**src/rtl/bio_ram_rd_frontend.sv**
```systemverilog
// Four-channel read front end for the 1W/4R BIO RAM: request handshake, 1-cycle read
// latency absorption and a 2-deep response skid FIFO per channel.
// Optional same-cycle write forwarding is compiled in with `define BIO_RDFE_WR_FWD_EN.
module bio_ram_rd_frontend #(
  parameter int unsigned ADDR_WIDTH = 10,
  parameter int unsigned DATA_WIDTH = 32,
  parameter int unsigned MASK_WIDTH = 4
) (
  input  logic                  clk,
  input  logic                  reset,
  input  logic                  req_valid   [4],
  input  logic [ADDR_WIDTH-1:0] req_addr    [4],
  output logic                  req_ready   [4],
  output logic                  rsp_valid   [4],
  output logic [DATA_WIDTH-1:0] rsp_data    [4],
  input  logic                  rsp_ready   [4],
  output logic                  ram_rd_en   [4],
  output logic [ADDR_WIDTH-1:0] ram_rd_addr [4],
  input  logic [DATA_WIDTH-1:0] ram_rd_data [4],
  input  logic                  wr_en,
  input  logic [MASK_WIDTH-1:0] wr_mask,
  input  logic [ADDR_WIDTH-1:0] wr_addr,
  input  logic [DATA_WIDTH-1:0] wr_data
);

  localparam int unsigned NumCh = 4;

`ifdef BIO_RDFE_WR_FWD_EN
  localparam int unsigned LaneWidth = DATA_WIDTH / MASK_WIDTH;
`else
  logic unused_snoop;
  assign unused_snoop = ^{wr_en, wr_mask, wr_addr, wr_data};
`endif

  for (genvar c = 0; c < NumCh; c++) begin : g_ch
    logic                  inflight_q, inflight_d;
    logic [DATA_WIDTH-1:0] fifo_q [2];
    logic                  wr_ptr_q, wr_ptr_d;
    logic                  rd_ptr_q, rd_ptr_d;
    logic [1:0]            count_q, count_d;
    logic [1:0]            occupancy;
    logic                  accept;
    logic                  push;
    logic                  pop;
    logic                  rsp_valid_l;
    logic [DATA_WIDTH-1:0] rsp_data_l;
    logic [DATA_WIDTH-1:0] ret_data;

    // Readiness looks only at registered state so it never depends on rsp_ready.
    assign occupancy      = {1'b0, inflight_q} + count_q;
    assign req_ready[c]   = (occupancy < 2'd2);
    assign accept         = req_valid[c] & req_ready[c];
    assign ram_rd_en[c]   = accept;
    assign ram_rd_addr[c] = req_addr[c];

`ifdef BIO_RDFE_WR_FWD_EN
    logic                  fwd_hit_q;
    logic [DATA_WIDTH-1:0] fwd_data_q;
    logic [MASK_WIDTH-1:0] fwd_mask_q;
    logic                  fwd_hit;

    assign fwd_hit = accept & wr_en & (wr_addr == req_addr[c]);

    always_ff @(posedge clk) begin
      if (reset) begin
        fwd_hit_q  <= 1'b0;
        fwd_data_q <= '0;
        fwd_mask_q <= '0;
      end else begin
        fwd_hit_q <= fwd_hit;
        if (fwd_hit) begin
          fwd_data_q <= wr_data;
          fwd_mask_q <= wr_mask;
        end
      end
    end

    // Write-first merge: masked lanes take the snooped write, others keep RAM data.
    always_comb begin
      ret_data = ram_rd_data[c];
      for (int unsigned l = 0; l < MASK_WIDTH; l++) begin
        if (fwd_hit_q && fwd_mask_q[l]) begin
          ret_data[l*LaneWidth +: LaneWidth] = fwd_data_q[l*LaneWidth +: LaneWidth];
        end
      end
    end
`else
    assign ret_data = ram_rd_data[c];
`endif

    always_comb begin
      rsp_valid_l = 1'b0;
      rsp_data_l  = '0;
      push        = 1'b0;
      pop         = 1'b0;
      if (count_q != 2'd0) begin
        rsp_valid_l = 1'b1;
        rsp_data_l  = fifo_q[rd_ptr_q];
        pop         = rsp_ready[c];
        push        = inflight_q;
      end else if (inflight_q) begin
        rsp_valid_l = 1'b1;
        rsp_data_l  = ret_data;
        push        = ~rsp_ready[c];
      end
    end

    assign rsp_valid[c] = rsp_valid_l;
    assign rsp_data[c]  = rsp_data_l;

    always_comb begin
      inflight_d = accept;
      count_d    = count_q + {1'b0, push} - {1'b0, pop};
      wr_ptr_d   = push ? ~wr_ptr_q : wr_ptr_q;
      rd_ptr_d   = pop ? ~rd_ptr_q : rd_ptr_q;
    end

    // A read in flight at reset is dropped by clearing inflight.
    always_ff @(posedge clk) begin
      if (reset) begin
        inflight_q <= 1'b0;
        count_q    <= 2'd0;
        wr_ptr_q   <= 1'b0;
        rd_ptr_q   <= 1'b0;
      end else begin
        inflight_q <= inflight_d;
        count_q    <= count_d;
        wr_ptr_q   <= wr_ptr_d;
        rd_ptr_q   <= rd_ptr_d;
      end
    end

    always_ff @(posedge clk) begin
      if (push) begin
        fifo_q[wr_ptr_q] <= ret_data;
      end
    end
  end

endmodule

```
**config.mk**
```make
export PLATFORM = sky130hd
export DESIGN_NAME = bio_ram_rd_frontend
export DESIGN_NICKNAME = d
export VERILOG_FILES = /design/src/rtl/bio_ram_rd_frontend.sv
export SDC_FILE = /design/constraint.sdc
export NUM_CORES = 1
export LEC_CHECK = 0
export CAP_MARGIN = 20
export CORE_MARGIN = 5
export CORE_UTILIZATION = 50
export DETAILED_ROUTE_END_ITERATION = 6
export GPL_ROUTABILITY_DRIVEN = 0
export GPL_TIMING_DRIVEN = 0
export PLACE_DENSITY = 0.86
export SLEW_MARGIN = 20
export SYNTH_ARGS = -nofsm -noshare
export SYNTH_HDL_FRONTEND = slang
export SYNTH_SLANG_ARGS = --single-unit
```
**constraint.sdc**
```tcl
create_clock -name clk -period 10.5 [get_ports clk]
set_input_delay 1.575 -clock clk [delete_from_list [all_inputs] [get_ports clk]]
set_output_delay 1.575 -clock clk [all_outputs]
set_load 0.03 [all_outputs]
```
==> results.rst <==
.. list-table::
   :header-rows: 1

   * - Metric
     - Value
   * - Run status
     - complete, no violations
   * - Xor and xnor area share after synthesis
     - 0.00579
   * - Starting DRC count in detailed routing
     - 574
   * - Number of buffers created by CTS
     - 29
   * - GRT met1 Usage
     - 0.265
   * - Synth Net Count
     - 1,104
   * - Ports
     - 405
   * - Max IR drop VDD
     - 0.149 mV
   * - Time the worst path needs with I/O delays and setup
     - 4.69 ns
   * - Depth of the CTS H-tree
     - 1
   * - Worst Setup Start Kind
     - primary input
   * - Category of the worst setup path capture point
     - output port
   * - Register area share after synthesis
     - 0.675
   * - Slowest cell on the critical path
     - sky130_fd_sc_hd__clkdlybuf4s50_1
   * - Required time reported for the critical path endpoint
     - 8.93 ns
   * - Yosys top cell area share
     - 0.635
   * - Clock Skew
     - 0.0165 ns
   * - Number of antenna violations at the first check in global routing
     - 0
   * - Clock root buffer
     - sky130_fd_sc_hd__clkbuf_16
   * - Multiplexer area fraction after synthesis
     - 0.113
   * - Post-DRT Antenna Nets
     - 0
   * - Synth top area cells
     - sky130_fd_sc_hd__edfxtp_1, sky130_fd_sc_hd__mux2i_1, sky130_fd_sc_hd__o21ai_0
   * - Hold violation total from the final report
     - 0
   * - Maximum buffer depth of the clock tree
     - 3
   * - Final setup viols
     - 0
   * - TritonCTS clock tree
     - built
   * - Crit path max-delay family
     - buffers and inverters
   * - Vias in the first global route
     - 8,942
   * - Number of instances in the synthesized netlist
     - 875
   * - Remaining global-route overflow
     - 0
   * - Setup tns final
     - 0 ns
   * - Largest area contributor in the synthesized netlist
     - sky130_fd_sc_hd__edfxtp_1
   * - Half-perimeter wire length after placement
     - 22,800 um
   * - Die area
     - 27,400 sq um
   * - Power per Cell Area
     - 192 nW/um^2
   * - All-Layer GR Usage
     - 0.217
   * - Ant. Diodes
     - 0
   * - Share of the clock period used by the worst path
     - 0.447
   * - Area share of and/or/nand/nor cells after synthesis
     - 0.0819
   * - Fraction of the mapped netlist area in adder cells
     - 0.00414
   * - Die Span Y
     - 166 um
   * - Area added between synthesis and finish
     - 39.0%
   * - Yosys warnings
     - 0
   * - Leading register cell type out of synthesis
     - sky130_fd_sc_hd__edfxtp_1
   * - Summed instance area of the synthesized netlist
     - 12,100 sq um
   * - Number of violations of the max-capacitance limit
     - 0
   * - Hold slack final
     - 0.504 ns
   * - Count of unresolved DRC violations after routing
     - 0
   * - Max FO, Critical Path
     - 3
   * - Clock Pin Slew Worst Setup and Hold Paths
     - 0.06 ns
   * - Crit-path cells
     - clkdlybuf4s50_1 -> nand3_1 -> o21ai_0 -> clkdlybuf4s50_1
   * - Count of port buffers added during placement
     - 316
   * - Share of post-route cells with drive strength above 1
     - 0.136
   * - Mean post-synth cell area
     - 13.8 sq um
   * - First-pass iteration count of the detailed router
     - 5
   * - Combinational family with the most area after synthesis
     - multiplexers
   * - Final count of pins violating max slew
     - 0
   * - Data arrival time of the critical path
     - 3.12 ns
   * - Quantity of hold-fixing buffers added after cts
     - 0
   * - Wire length per cell after detailed routing
     - 19.5 um
   * - Std cell rows
     - 57
   * - Insertion delay of the later-clocked pin in the worst-skew pair
     - 0.53 ns
   * - Initial cell density of the core
     - 0.502
   * - Number of unique standard cell types used by synthesis
     - 30
   * - Total of flip-flops plus latches after synthesis
     - 280
   * - Fraction of registers with async set or reset after synthesis
     - 0
   * - DR vias/cell
     - 5.43
   * - Global-route track usage on met3
     - 0.0541
   * - Setup repair after global routing missed its margin
     - no
   * - Number of synthesized flops with an enable pin
     - 256
   * - Routed WL
     - 31,000 um
   * - Leakage power
     - 5.69 nW
   * - Max transition margin
     - 0.469
   * - Class of the most critical hold timing path
     - reg2reg
   * - Floorplan core area
     - 24,100 sq um
   * - GRT busiest layer
     - met2
   * - Setup fix buffers added after clock tree synthesis
     - 0
   * - Fmax
     - 0.213 GHz
   * - Transition time at the pin with the least slew margin
     - 0.793 ns
   * - Vias
     - 8,650
   * - WS Path Type
     - in2out
   * - Crit path buffers/inverters
     - 2
   * - First-pass GRT wire length
     - 47,400 um
   * - Largest stage delay, worst path
     - 0.72 ns
   * - Die outline width
     - 166 um
   * - Final nets
     - 1,476
   * - Global routing met2 resource utilization
     - 0.387
   * - CP dominant cell by count
     - sky130_fd_sc_hd__clkdlybuf4s50_1
   * - Synthesized-area fraction occupied by ao, oa, aoi and oai cells
     - 0.0620
   * - Post-cts gate resize count
     - 0
   * - Clock sink count
     - 280
   * - Largest net degree at the start of global routing
     - 15
## through the flow
| stage | std cells | cell area [sq um] | setup WS [ns] | utilization | power [mW] |
|---|---|---|---|---|---|
| 5_1_grt | 1592 | 16800 | 5.76 | 0.698 | 3.37 |
| 6_report | 1592 | 16800 | 5.81 | 0.698 | 3.24 |
| 3_3_place_gp | 1515 | 15700 | 3.99 | 0.650 | 2.27 |
| 4_1_cts | 1592 | 16800 | 5.83 | 0.698 | 3.27 |
| 2_1_floorplan | 875 | 12100 | 5.90 | - | 1.88 |
| 3_5_place_dp | 1540 | 15900 | 5.83 | 0.661 | 2.30 |
## flip-flops by register name, indices dropped and copies added, names as in the netlist, named ones only
name and count:
g_ch.rd_ptr_q 4, g_ch.wr_ptr_q 4, g_ch.inflight_q 4, g_ch.fifo_q 256, g_ch.count_q 8
## synth_stat cells, types with 8 or more instances
library cell	n
sky130_fd_sc_hd__buf_2	27
sky130_fd_sc_hd__mux2i_1	132
sky130_fd_sc_hd__nand3_1	128
sky130_fd_sc_hd__nor2_1	16
sky130_fd_sc_hd__xor2_1	8
sky130_fd_sc_hd__o21ai_0	130
sky130_fd_sc_hd__clkbuf_1	15
sky130_fd_sc_hd__edfxtp_1	256
sky130_fd_sc_hd__buf_4	60
sky130_fd_sc_hd__nor3b_1	8
sky130_fd_sc_hd__nand2_1	8
sky130_fd_sc_hd__dfxtp_1	24
sky130_fd_sc_hd__nor2b_1	8
## tightest hold or removal path, delay by kind of cell (launching register included)
kind	cells	cell delay, ns
XOR/XNOR	1	0.08
AND/OR/NAND/NOR	1	0.07
flip-flops	1	0.32
## placed cells by master (no fill, tap or decap), types with 6 or more instances in the layout
cell,netlist,routed
sky130_fd_sc_hd__buf_1,6,6
sky130_fd_sc_hd__buf_2,27,27
sky130_fd_sc_hd__buf_4,60,76
sky130_fd_sc_hd__buf_6,2,11
sky130_fd_sc_hd__clkbuf_1,15,20
sky130_fd_sc_hd__clkbuf_16,0,29
sky130_fd_sc_hd__clkdlybuf4s50_1,0,316
sky130_fd_sc_hd__clkinv_2,0,7
sky130_fd_sc_hd__dfxtp_1,24,24
sky130_fd_sc_hd__edfxtp_1,256,256
sky130_fd_sc_hd__mux2i_1,132,132
sky130_fd_sc_hd__nand2_1,8,8
sky130_fd_sc_hd__nand3_1,128,128
sky130_fd_sc_hd__nor2_1,16,16
sky130_fd_sc_hd__nor2b_1,8,8
sky130_fd_sc_hd__o21ai_0,130,130
sky130_fd_sc_hd__xor2_1,8,8
## metal layers
layer,wire length (um),share of wire
met4,669,0.022
met2,16100,0.52
met5,0,0
met1,11600,0.38
met3,2550,0.082
## report_power, final
| group | leakage [nW] | switching (mW) | internal (mW) |
|---|---|---|---|
| combinational | 2.72 | 0.584 | 0.398 |
| sequential | 2.52 | 0.0189 | 1.27 |
| clock | 0.444 | 0.407 | 0.557 |
## final timing paths
kind / cells after the start / to / from / slack, ns
min: 2 / flop / g_ch[0].rd_ptr_q / 0.50
max reg2reg: 6 / g_ch[2].fifo_q[1][9] / g_ch[2].inflight_q / 8.35
min reg2reg: 2 / flop / g_ch[0].rd_ptr_q / 0.50
max: 4 / rsp_data[113] / ram_rd_data[113] / 5.81
## logic make-up after synthesis
group / after synthesis
fa+ha+maj: 4
flops: 280
compound gates: 144
buf+inv: 115
simple gates: 188
xor+xnor: 8
mux: 136
## layout make-up
type / instances / area, sq um
multi-input cells: 480 / 3270
clock buffers: 38 / 800
well taps: 324 / 405
plain buffers: 111 / 692
inverters: 4 / 15.0
repair buffers: 341 / 3380
flip-flops and latches: 280 / 8170
clock inverters: 14 / 96.3
fillers: 1697 / 7280
No activity file was read; power rests on OpenSTA's default activity.
